<file path="config.mk">
export PLATFORM = sky130hd
export DESIGN_NAME = fpu_issue
export DESIGN_NICKNAME = d
export VERILOG_FILES = /design/src/rtl/fpu_issue.sv
export SDC_FILE = /design/constraint.sdc
export NUM_CORES = 1
export LEC_CHECK = 0
export CAP_MARGIN = 10
export CORE_UTILIZATION = 25
export DETAILED_ROUTE_END_ITERATION = 12
export PLACE_DENSITY = 0.57
export SLEW_MARGIN = 0
export SYNTH_ARGS = -nofsm -noshare
export SYNTH_HDL_FRONTEND = slang
export SYNTH_SLANG_ARGS = --single-unit
export TNS_END_PERCENT = 50
</file>
<file path="constraint.sdc">
create_clock -name clk -period 4.1 [get_ports clk]
set_clock_uncertainty 0.2 [all_clocks]
set_input_delay 1.23 -clock clk [delete_from_list [all_inputs] [get_ports clk]]
set_output_delay 1.23 -clock clk [all_outputs]
set_load 0.01 [all_outputs]
</file>
<file path="src/rtl/fpu_issue.sv">
// Issue/writeback controller sitting in front of the floating-point unit.
// Drives the fpu operand interface, waits on its sticky done flag and returns one register write.
module fpu_issue #(
  parameter int unsigned TIMEOUT = 15,
  parameter int unsigned CW      = 4
) (
  input  logic        clk,
  input  logic        reset,
  input  logic        req_valid,
  output logic        req_ready,
  input  logic [4:0]  req_op,
  input  logic [3:0]  req_rd,
  input  logic [15:0] req_a,
  input  logic [15:0] req_b,
  output logic        fpu_en,
  output logic [4:0]  fpu_instr,
  output logic [15:0] fpu_op1,
  output logic [15:0] fpu_op2,
  input  logic [15:0] fpu_result,
  input  logic        fpu_done,
  output logic        wb_en,
  output logic [3:0]  wb_rd,
  output logic [15:0] wb_data,
  output logic        busy,
  output logic        err
);

  localparam logic [1:0] S_IDLE = 2'd0;
  localparam logic [1:0] S_ARM  = 2'd1;
  localparam logic [1:0] S_WAIT = 2'd2;
  localparam logic [1:0] S_WB   = 2'd3;

  localparam logic [CW-1:0] TO_LAST = CW'(TIMEOUT - 1);

  logic [1:0]    state;
  logic [CW-1:0] cnt;
  logic [CW-1:0] cnt_inc;
  logic          op_legal;

  assign req_ready = (state == S_IDLE);
  assign busy      = (state != S_IDLE);
  assign op_legal  = (req_op >= 5'h11) && (req_op <= 5'h16);
  // Watchdog saturates instead of wrapping.
  assign cnt_inc   = (cnt == '1) ? cnt : cnt + CW'(1);

  always_ff @(posedge clk or posedge reset) begin
    if (reset) begin
      state     <= S_IDLE;
      cnt       <= '0;
      fpu_en    <= 1'b0;
      fpu_instr <= '0;
      fpu_op1   <= '0;
      fpu_op2   <= '0;
      wb_en     <= 1'b0;
      wb_rd     <= '0;
      wb_data   <= '0;
      err       <= 1'b0;
    end else begin
      err   <= 1'b0;
      wb_en <= 1'b0;
      case (state)
        S_IDLE: begin
          if (req_valid) begin
            if (op_legal) begin
              state     <= S_ARM;
              fpu_en    <= 1'b1;
              cnt       <= '0;
              fpu_instr <= req_op;
              fpu_op1   <= req_a;
              fpu_op2   <= req_b;
              wb_rd     <= req_rd;
            end else begin
              err <= 1'b1;
            end
          end
        end
        // done is still stale from the previous operation here, so it is not looked at.
        S_ARM: begin
          state <= S_WAIT;
          cnt   <= cnt_inc;
        end
        S_WAIT: begin
          cnt <= cnt_inc;
          if (fpu_done) begin
            wb_data <= fpu_result;
            fpu_en  <= 1'b0;
            wb_en   <= 1'b1;
            state   <= S_WB;
          end else if (cnt == TO_LAST) begin
            wb_data <= '0;
            err     <= 1'b1;
            fpu_en  <= 1'b0;
            wb_en   <= 1'b1;
            state   <= S_WB;
          end
        end
        default: begin
          state <= S_IDLE;
        end
      endcase
    end
  end

endmodule

</file>
==> results of run 1 <==
-- registers in the layout, summed over array words and instances, names as in the netlist --
register and flops:
fpu_op2 16, wb_en 1, wb_rd 4, err 1, fpu_en 1, wb_data 16, state 2, cnt 4
fpu_op1 16, fpu_instr 5
-- power by group --
group / switching [mW] / internal (mW) / leakage [nW] / total, mW
clock: 0.254 / 0.360 / 0.112 / 0.614
combinational: 0.542 / 0.964 / 0.995 / 1.51
sequential: 0.181 / 0.957 / 0.820 / 1.14
-- cell type report --
cell class,count,area share (%)
inverter,8,0.678
tap,140,3.95
clock inverter,6,2.03
multi-input combinational,98,24.3
timing repair buffer,125,28.6
clock buffer,10,3.11
sequential,66,37.3
-- cell usage after synthesis --
cell / n / area (µm²)
and2_1: 1 / 6.26
and3_1: 2 / 12.5
nand2_1: 5 / 18.8
a31o_2: 1 / 8.76
a31oi_1: 1 / 6.26
clkbuf_1: 1 / 3.75
and2b_2: 1 / 8.76
nor2_2: 1 / 6.26
a31o_4: 1 / 17.5
a21oi_1: 1 / 5.00
mux2_2: 1 / 11.3
buf_2: 2 / 10.0
ha_1: 5 / 62.6
o32ai_1: 2 / 17.5
mux2i_1: 1 / 10.0
mux2_4: 39 / 586
nor4b_1: 1 / 8.76
o21bai_1: 1 / 7.51
a41oi_4: 1 / 27.5
buf_6: 4 / 45.0
o22ai_1: 1 / 6.26
nand2b_1: 1 / 6.26
inv_1: 8 / 30.0
or3_4: 1 / 11.3
or2_2: 2 / 12.5
a22o_1: 16 / 140
nor2b_1: 1 / 6.26
o21ai_0: 4 / 20.0
a211o_1: 1 / 8.76
a21o_1: 1 / 7.51
nand3_2: 1 / 10.0
dfrtp_1: 66 / 1650
nand3_1: 3 / 15.0
o21ai_2: 1 / 8.76
-- through the flow --
| stage | hold WS [ns] | power (mW) | utilization [%] |
|---|---|---|---|
| after floorplan | 0.312 | 1.89 | - |
| after global placement | 0.257 | 2.64 | 38.6 |
| after detailed placement | 0.271 | 2.66 | 38.6 |
| after CTS | 0.294 | 3.31 | 40.7 |
| after global routing | 0.325 | 3.46 | 40.7 |
| final | 0.293 | 3.26 | 40.7 |
-- critical path, stage by stage (launching register included) --
cell,delay (ns)
dfrtp_1,0.40
inv_1,0.07
ha_1,0.28
inv_1,0.18
clkdlybuf4s50_1,0.56
-- worst paths after layout --
check,startpoint,endpoint,cells past startpoint
setup / recovery,state[1],busy,4
hold / removal,fpu_instr[4],fpu_instr[4],1
setup reg to reg,cnt[0],fpu_en,6
hold reg to reg,fpu_instr[4],fpu_instr[4],1
max in group asynchronous,reset,wb_data[14],3
min in group asynchronous,reset,wb_data[13],2
-- per-layer routing --
metal	track usage [%]	wire, µm	up-vias	share of wire [%]
li1	-	-	903	-
met1	15.2	3010	961	45
met2	18.7	3130	84	47
met3	4.76	487	6	7.3
met4	2.94	45	0	0.67
met5	0	0	-	0
-- logic make-up after synthesis --
| logic type | after synthesis |
|---|---|
| AO/OA/AOI/OAI | 32 |
| multiplexers | 41 |
| AND/OR/NAND/NOR | 20 |
| buffers and inverters | 15 |
| adder cells (fa/ha/maj) | 5 |
| flip-flops | 66 |
==> results.yml, run 1 <==
outcome:
  run_status: "finished clean"
placement:
  numPortBuffers: 122
  dp_slack_ns: 0.899
  placed_cells_incl_taps: 437
  gp_congestion: 0.720
  hpwl_um: 4780
  dpl_cell_area_mm2: 0.00420
global_routing:
  gr-usage-all-layers_pct: 11.9
  grt_pass1_wl_um: 10500
  grt_antenna_before_repair: 0
  grt_max_degree: 39
  first_global_vias: 2004
  grt_overflow: 0
clock_network:
  cts-resized-gates: 0
  clk_latency_ns: 0.32
  clkTransAtPathRegs_ns: 0.07
  clock_sinks: 66
  cts_tree: "done"
  root_buffer: "clkbuf_8"
  clk_path_buf_depth: 2
  cts_setup_buffers: 0
  postCtsHoldBufs: 0
  cts-htree-levels: 3
  numCtsBuffers: 9
setup_path:
  rrSetupSlack_ns: 1.91
  cp.required_ns: 2.67
  startpoint_type: "flip-flop"
  crit_type: "reg -> out"
  crit_arrival_ns: 1.81
  cp-end-kind: "primary output"
  critPathMaxFanout: 6
logic_synthesis:
  syn_avg_cell_area_um2: 15.7
  synth_fp_nets: 245
  yosys.area_share.adder_pct: 2.22
  synth_compound_area_share_pct: 10.0
  synth_top_family_by_area: "multiplexers"
  yosys.area_share.xor_xnor_pct: 0
  synth_cell_types: 34
  synth_mux_area_share_pct: 21.6
  synthCells: 179
  ys_seq_elements: 66
  yosys_warnings: 0
  syn_area_mm2: 0.00281
  seq_area_frac_synth_pct: 58.7
  yosys.area_share.simple_pct: 4.36
timing:
  fin_crit_ns: 3.24
  slew_headroom_pct: 49.8
  worst_pin_slew_ns: 0.753
  worst_slack_ns: 0.856
  drv_slew: 0
  setup_viol: 0
  clock.fmax_mhz: 308
  setup_tns_ns: 0
  rsz0062_at_grt: "false"
  hold_violations: 0
  finalCritPeriodShare_pct: 79.1
routing:
  antenna_left: 0
  drc: 0
  vias_per_cell: 4.31
  drt-total-wl_um: 6670
  vias: 1954
  avgRoutedWirePerCell_um: 14.7
  drt-initial-drc-count: 69
  first_pass_iters: 4
final_layout:
  multi_input_area_mm2: 0.00108
  final_cell_mix: "clkdlybuf4s50_1, dfrtp_1, mux2_4, a22o_1, clkbuf_8"
  layout_commonest_cell: "clkdlybuf4s50_1"
  fillCellCount: 1062
  regArea_mm2: 0.00165
  num-nets-final: 374
  layout-drive-gt1-share_pct: 22.4
  syn_to_final_growth_pct: 57.5
  num_antenna_cells: 0
  fin_cells: 453
  fin_area_mm2: 0.00443
min_path:
  hold_class: "reg -> reg"
power:
  p_per_area_mw_per_mm2: 735
  leakagePower_nw: 1.93
  ir_drop_mv: 0.253
floorplan:
  ios: 123
  fp.dieW_um: 108
  num_rows: 38
  initial_core_util_pct: 25.8
  dieArea_mm2: 0.0117
  core_mm2: 0.0109
  fp.dieH_um: 108
flow_run:
  drv_cap: 0
Power figures use the tool's default switching activity.
==> run 2: changes to the inputs <==
--- a/config.mk
+++ b/config.mk
@@ -8,7 +8,7 @@
 export CAP_MARGIN = 10
 export CORE_UTILIZATION = 25
 export DETAILED_ROUTE_END_ITERATION = 12
-export PLACE_DENSITY = 0.57
+export PLACE_DENSITY = 0.59
 export SLEW_MARGIN = 0
 export SYNTH_ARGS = -nofsm -noshare
 export SYNTH_HDL_FRONTEND = slang
==> constraint.sdc (replaced) <==
create_clock -name clk -period 2.8 [get_ports clk]
set_clock_uncertainty 0.2 [all_clocks]
set_input_delay 0.84 -clock clk [delete_from_list [all_inputs] [get_ports clk]]
set_output_delay 0.84 -clock clk [all_outputs]
set_load 0.01 [all_outputs]
==> run 2 against run 1 <==
  * Non-clock buffer count is 10 higher
  * Sequential share of layout area is 0.31 points lower
  * Count of clock-buffer cells in the layout is 1 lower
==> results.yml, run 2 (synthesis results as in run 1) <==
floorplan:
  num_rows: 38
  fp.dieH_um: 108
  initial_core_util_pct: 25.8
  fp.dieW_um: 108
  dieArea_mm2: 0.0117
  ios: 123
  core_mm2: 0.0109
global_routing:
  gr-usage-all-layers_pct: 11.4
  use_met3_pct: 3.56
  grt_antenna_before_repair: 0
  grt_max_degree: 38
  first_global_vias: 2116
  grt_pass1_wl_um: 10400
  use_met2_pct: 17.7
  met1_usage_pct: 15.0
  grt_overflow: 0
  top_usage_layer: "met2"
power:
  p_per_area_mw_per_mm2: 1050
  p_total_mw: 4.67
  leakagePower_nw: 1.94
  ir_drop_mv: 0.430
clock_network:
  postCtsHoldBufs: 0
  cts-htree-levels: 3
  clk_path_buf_depth: 2
  clock_sinks: 66
  numCtsBuffers: 9
  root_buffer: "clkbuf_8"
  cts_tree: "done"
  clk_latency_ns: 0.34
  clkTransAtPathRegs_ns: 0.08
setup_path:
  r2r_end: "fpu_instr[2]"
  r2r_start: "state[0]"
  crit_arrival_ns: 1.64
  ff2ff_path_depth: 6
  critPathLaunch: "state[1]"
  startpoint_type: "flip-flop"
  cp.required_ns: 1.76
  rrSetupSlack_ns: 0.73
  crit_type: "reg -> out"
  critPathMaxFanout: 6
  cp-end-kind: "primary output"
routing:
  vias_per_cell: 4.29
  antenna_left: 0
  drt-initial-drc-count: 47
  first_pass_iters: 4
  avgRoutedWirePerCell_um: 14.0
  drc: 0
  drt-total-wl_um: 6490
  vias: 1985
timing:
  slew_headroom_pct: 69.2
  clock.fmax_mhz: 373
  holdWs_ns: 0.290
  drv_slew: 0
  worst_pin_slew_ns: 0.463
  hold_violations: 0
  rsz0062_at_grt: "false"
  fin_crit_ns: 2.68
  finalCritPeriodShare_pct: 95.8
  setup_viol: 0
min_path:
  min_to: "fpu_instr[4]"
  hold_class: "reg -> reg"
  hp-start: "fpu_instr[4]"
  whs_path_depth: 1
final_layout:
  top_regs: "fpu_op1: 16 flops, fpu_op2: 16 flops, wb_data: 16 flops"
  num_antenna_cells: 0
  layout-drive-gt1-share_pct: 25.4
  num-nets-final: 384
  final_cell_mix: "clkdlybuf4s50_1, dfrtp_1, mux2_4, a22o_1, buf_4"
  fin_cells: 463
  layout_commonest_cell: "clkdlybuf4s50_1"
  syn_to_final_growth_pct: 58.8
  fin_area_mm2: 0.00447
placement:
  numPortBuffers: 122
  placed_cells_incl_taps: 447
  dpl_cell_area_mm2: 0.00428
  hpwl_um: 4780
  gp_congestion: 0.804
flow_run:
  drv_cap: 0
outcome:
  run_status: "finished clean"
run 2: changes by cell type in the layout (fill, tap and decap cells not counted):
cell,previous run,this run
buf_4,1,11
bufinv_16,2,0
clkinvlp_4,1,3
inv_6,0,2
clkbuf_8,10,9
clkinv_4,2,1
ha_1,5,4
ha_4,0,1
inv_1,7,6
inv_2,1,2
run 2: where the power goes:
group	switching, mW	internal [mW]	leakage [nW]
registers	0.269	1.40	0.820
logic	0.804	1.48	1.04
clock network	0.396	0.327	0.0822
run 2: metal layers:
| metal | part of all wire, % | routed length (µm) |
|---|---|---|
| met1 | 47 | 3020 |
| met2 | 45 | 2900 |
| met3 | 8.2 | 529 |
| met4 | 0.52 | 34 |
| met5 | 0 | 0 |
run 2: worst max path at each step:
stage                   endpoint  slack (ns)  cells after the start
CTS                         busy        0.05                      4
floorplan                 cnt[0]        0.11                      1
global placement    fpu_instr[2]       -0.02                      6
detailed placement  fpu_instr[2]       -0.06                      6
finish                      busy        0.12                      4
global route                busy        0.02                      4
run 2: worst max-delay path, stage by stage (launching register included):
cell             delay [ns]
dfrtp_1                0.40
inv_1                  0.09
ha_4                   0.19
inv_2                  0.09
clkdlybuf4s50_1        0.54
run 2: metrics by stage:
| stage | worst slack, ns | setup TNS, ns | util (%) |
|---|---|---|---|
| 2_1_floorplan | 0.105 | 0 | - |
| 3_3_place_gp | -0.0209 | -0.0209 | 39.3 |
| 3_5_place_dp | -0.0594 | -0.427 | 39.3 |
| 4_1_cts | 0.0490 | 0 | 41.0 |
| 5_1_grt | 0.0166 | 0 | 41.0 |
| 6_report | 0.116 | 0 | 41.0 |
run 2: cell type report:
cell class                 instances  area, µm²
clock inverter                     7       53.8
timing repair buffer             135       1340
sequential                        66       1650
clock buffer                       9        124
multi-input combinational         98       1090
tap                              140        175
fill                            1049       6420
inverter                           8       30.0
run 2: timing repair:
action | in CTS | in global routing
gates resized for setup | 2 | 1
pin swaps | 0 | 0
setup endpoints to repair | 2 | 2
cloned | 0 | 0
endpoints found under the hold margin | 0 | 0
setup buffers | 0 | 0
==> run 3: changes to the inputs <==
--- a/config.mk
+++ b/config.mk
@@ -9,6 +9,7 @@
 export CORE_UTILIZATION = 25
 export DETAILED_ROUTE_END_ITERATION = 12
 export PLACE_DENSITY = 0.59
+export REMOVE_ABC_BUFFERS = 1
 export SLEW_MARGIN = 0
 export SYNTH_ARGS = -nofsm -noshare
 export SYNTH_HDL_FRONTEND = slang
==> run 3 against run 2 <==
  * Global-route usage is 0.14 points lower
  * Design area increased by 1.1%
  * Register-to-register slack barely moved
  * Worst hold slack lost 0.019 ns
  * Critical path depth rose by 2
  * Combinational power fell by 2%
==> results.yml, run 3 (synthesis results as in run 1) <==
outcome:
  run_status: "finished clean"
timing:
  slew_headroom_pct: 61.8
  fin_crit_ns: 2.46
  setup_viol: 0
  drv_slew: 0
  rsz0062_at_grt: "false"
  hold_violations: 0
  holdWs_ns: 0.271
  finalCritPeriodShare_pct: 87.9
  clock.fmax_mhz: 407
  worst_pin_slew_ns: 0.573
power:
  ir_drop_mv: 0.410
  p_per_area_mw_per_mm2: 1060
  seq_power_share_pct: 34.6
  switching_share_pct: 29.7
  leakagePower_nw: 1.99
  power_frac_comb_pct: 46.5
  power.share.clock_pct: 18.9
  p_int_mw: 3.38
  p_total_mw: 4.81
  p_switching_mw: 1.43
routing:
  vias: 1899
  drt-total-wl_um: 6390
  vias_per_cell: 4.11
  drc: 0
  avgRoutedWirePerCell_um: 13.8
  drt-initial-drc-count: 72
  antenna_left: 0
  first_pass_iters: 3
setup_path:
  slowest_delay_ns: 0.51
  cp_cell_sequence: "clkdlybuf4s50_1 -> or3_4 -> nand3_2 -> nor2_4 -> buf_4 -> mux2_2"
  cp-end-kind: "flip-flop"
  rrSetupSlack_ns: 0.74
  critPathMaxFanout: 8
  cp.required_ns: 2.82
  critPathLaunch: "req_op[0]"
  cp.buffers_inverters: 2
  path_depth: 6
  endpoint: "fpu_instr[2]"
  startpoint_type: "input port"
  r2r_start: "state[0]"
  crit_arrival_ns: 2.48
  path_delay_family: "buffers and inverters"
  slowest_stage: "clkdlybuf4s50_1"
  ff2ff_path_depth: 6
  crit_type: "in -> reg"
  r2r_end: "fpu_instr[2]"
final_layout:
  syn_to_final_growth_pct: 60.6
  fillCellCount: 1039
  num-nets-final: 383
  top_regs: "fpu_op1: 16 flops, fpu_op2: 16 flops, wb_data: 16 flops"
  layout-drive-gt1-share_pct: 24.8
  layout_commonest_cell: "clkdlybuf4s50_1"
  num_antenna_cells: 0
  final_cell_mix: "clkdlybuf4s50_1, dfrtp_1, mux2_4, a22o_1, clkbuf_8"
  fin_util_pct: 41.5
floorplan:
  fp.dieW_um: 108
  initial_core_util_pct: 25.8
  num_rows: 38
  ios: 123
  dieArea_mm2: 0.0117
  fp.dieH_um: 108
  core_mm2: 0.0109
global_routing:
  grt_antenna_before_repair: 0
  grt_overflow: 0
  gr-usage-all-layers_pct: 11.3
  first_global_vias: 2009
  grt_max_degree: 67
  grt_pass1_wl_um: 9880
clock_network:
  postCtsHoldBufs: 0
  cts_tree: "done"
  clock_sinks: 66
  cts-htree-levels: 3
  clkTransAtPathRegs_ns: 0.08
  clk_latency_ns: 0.33
  clk_path_buf_depth: 2
  numCtsBuffers: 9
  root_buffer: "clkbuf_8"
flow_run:
  drv_cap: 0
min_path:
  hold_class: "reg -> reg"
  whs_path_depth: 1
placement:
  hpwl_um: 4580
  numPortBuffers: 122
  gp_congestion: 0.696
==> run 3: area by class of cell <==
cell class              count  area (µm²)  share of cell area (%)
flip-flops and latches     66        1650                    36.5
repair buffers            134        1350                    30.0
multi-input cells          98        1080                    23.9
well taps                 140         175                    3.88
clock buffers              10         138                    3.05
clock inverters             6        90.1                    1.99
inverters                   8        30.0                   0.664
==> run 3: stage by stage <==
step                cell area [µm²]  worst slack, ns  std cells  TNS (ns)
finish                         4520            0.340        462         0
global route                   4520            0.260        462         0
CTS                            4500           0.0310        460         0
detailed placement             4270          -0.0390        444    -0.410
global placement               4270         -0.00393        444  -0.00393
floorplan                      2760           -0.751        172    -26.80
==> run 3: how the worst min path moves through the flow <==
stage	slack [ns]	end	start
2_1_floorplan	0.31	fpu_instr[4]	fpu_instr[4]
3_3_place_gp	0.26	fpu_instr[4]	fpu_instr[4]
3_5_place_dp	0.26	fpu_instr[4]	fpu_instr[4]
4_1_cts	0.28	fpu_instr[4]	fpu_instr[4]
5_1_grt	0.30	fpu_instr[4]	fpu_instr[4]
6_report	0.27	fpu_instr[4]	fpu_instr[4]
==> run 3: what timing repair did <==
item / 4_1_cts / 5_1_grt
buffers inserted: 0 / 2
gates resized for setup: 1 / 2
setup endpoints to repair: 2 / 2
==> run 3: power groups by stage <==
stage | Sequential [mW] | Clock [mW] | Combinational (mW)
global placement | 1.69 | 0 | 2.20
floorplan | 1.84 | 0 | 0.906
finish | 1.67 | 0.908 | 2.24
detailed placement | 1.68 | 0 | 2.24
global route | 1.73 | 0.999 | 2.40
CTS | 1.68 | 0.944 | 2.25
==> run 3: per-layer routing <==
| layer | wire length [µm] | share of wire, % | global-route usage, % |
|---|---|---|---|
| met3 | 603 | 9.4 | 4.82 |
| met1 | 2950 | 46 | 14.1 |
| met5 | 0 | 0 | 0 |
| met2 | 2810 | 44 | 17.0 |
| met4 | 25 | 0.39 | 4.70 |
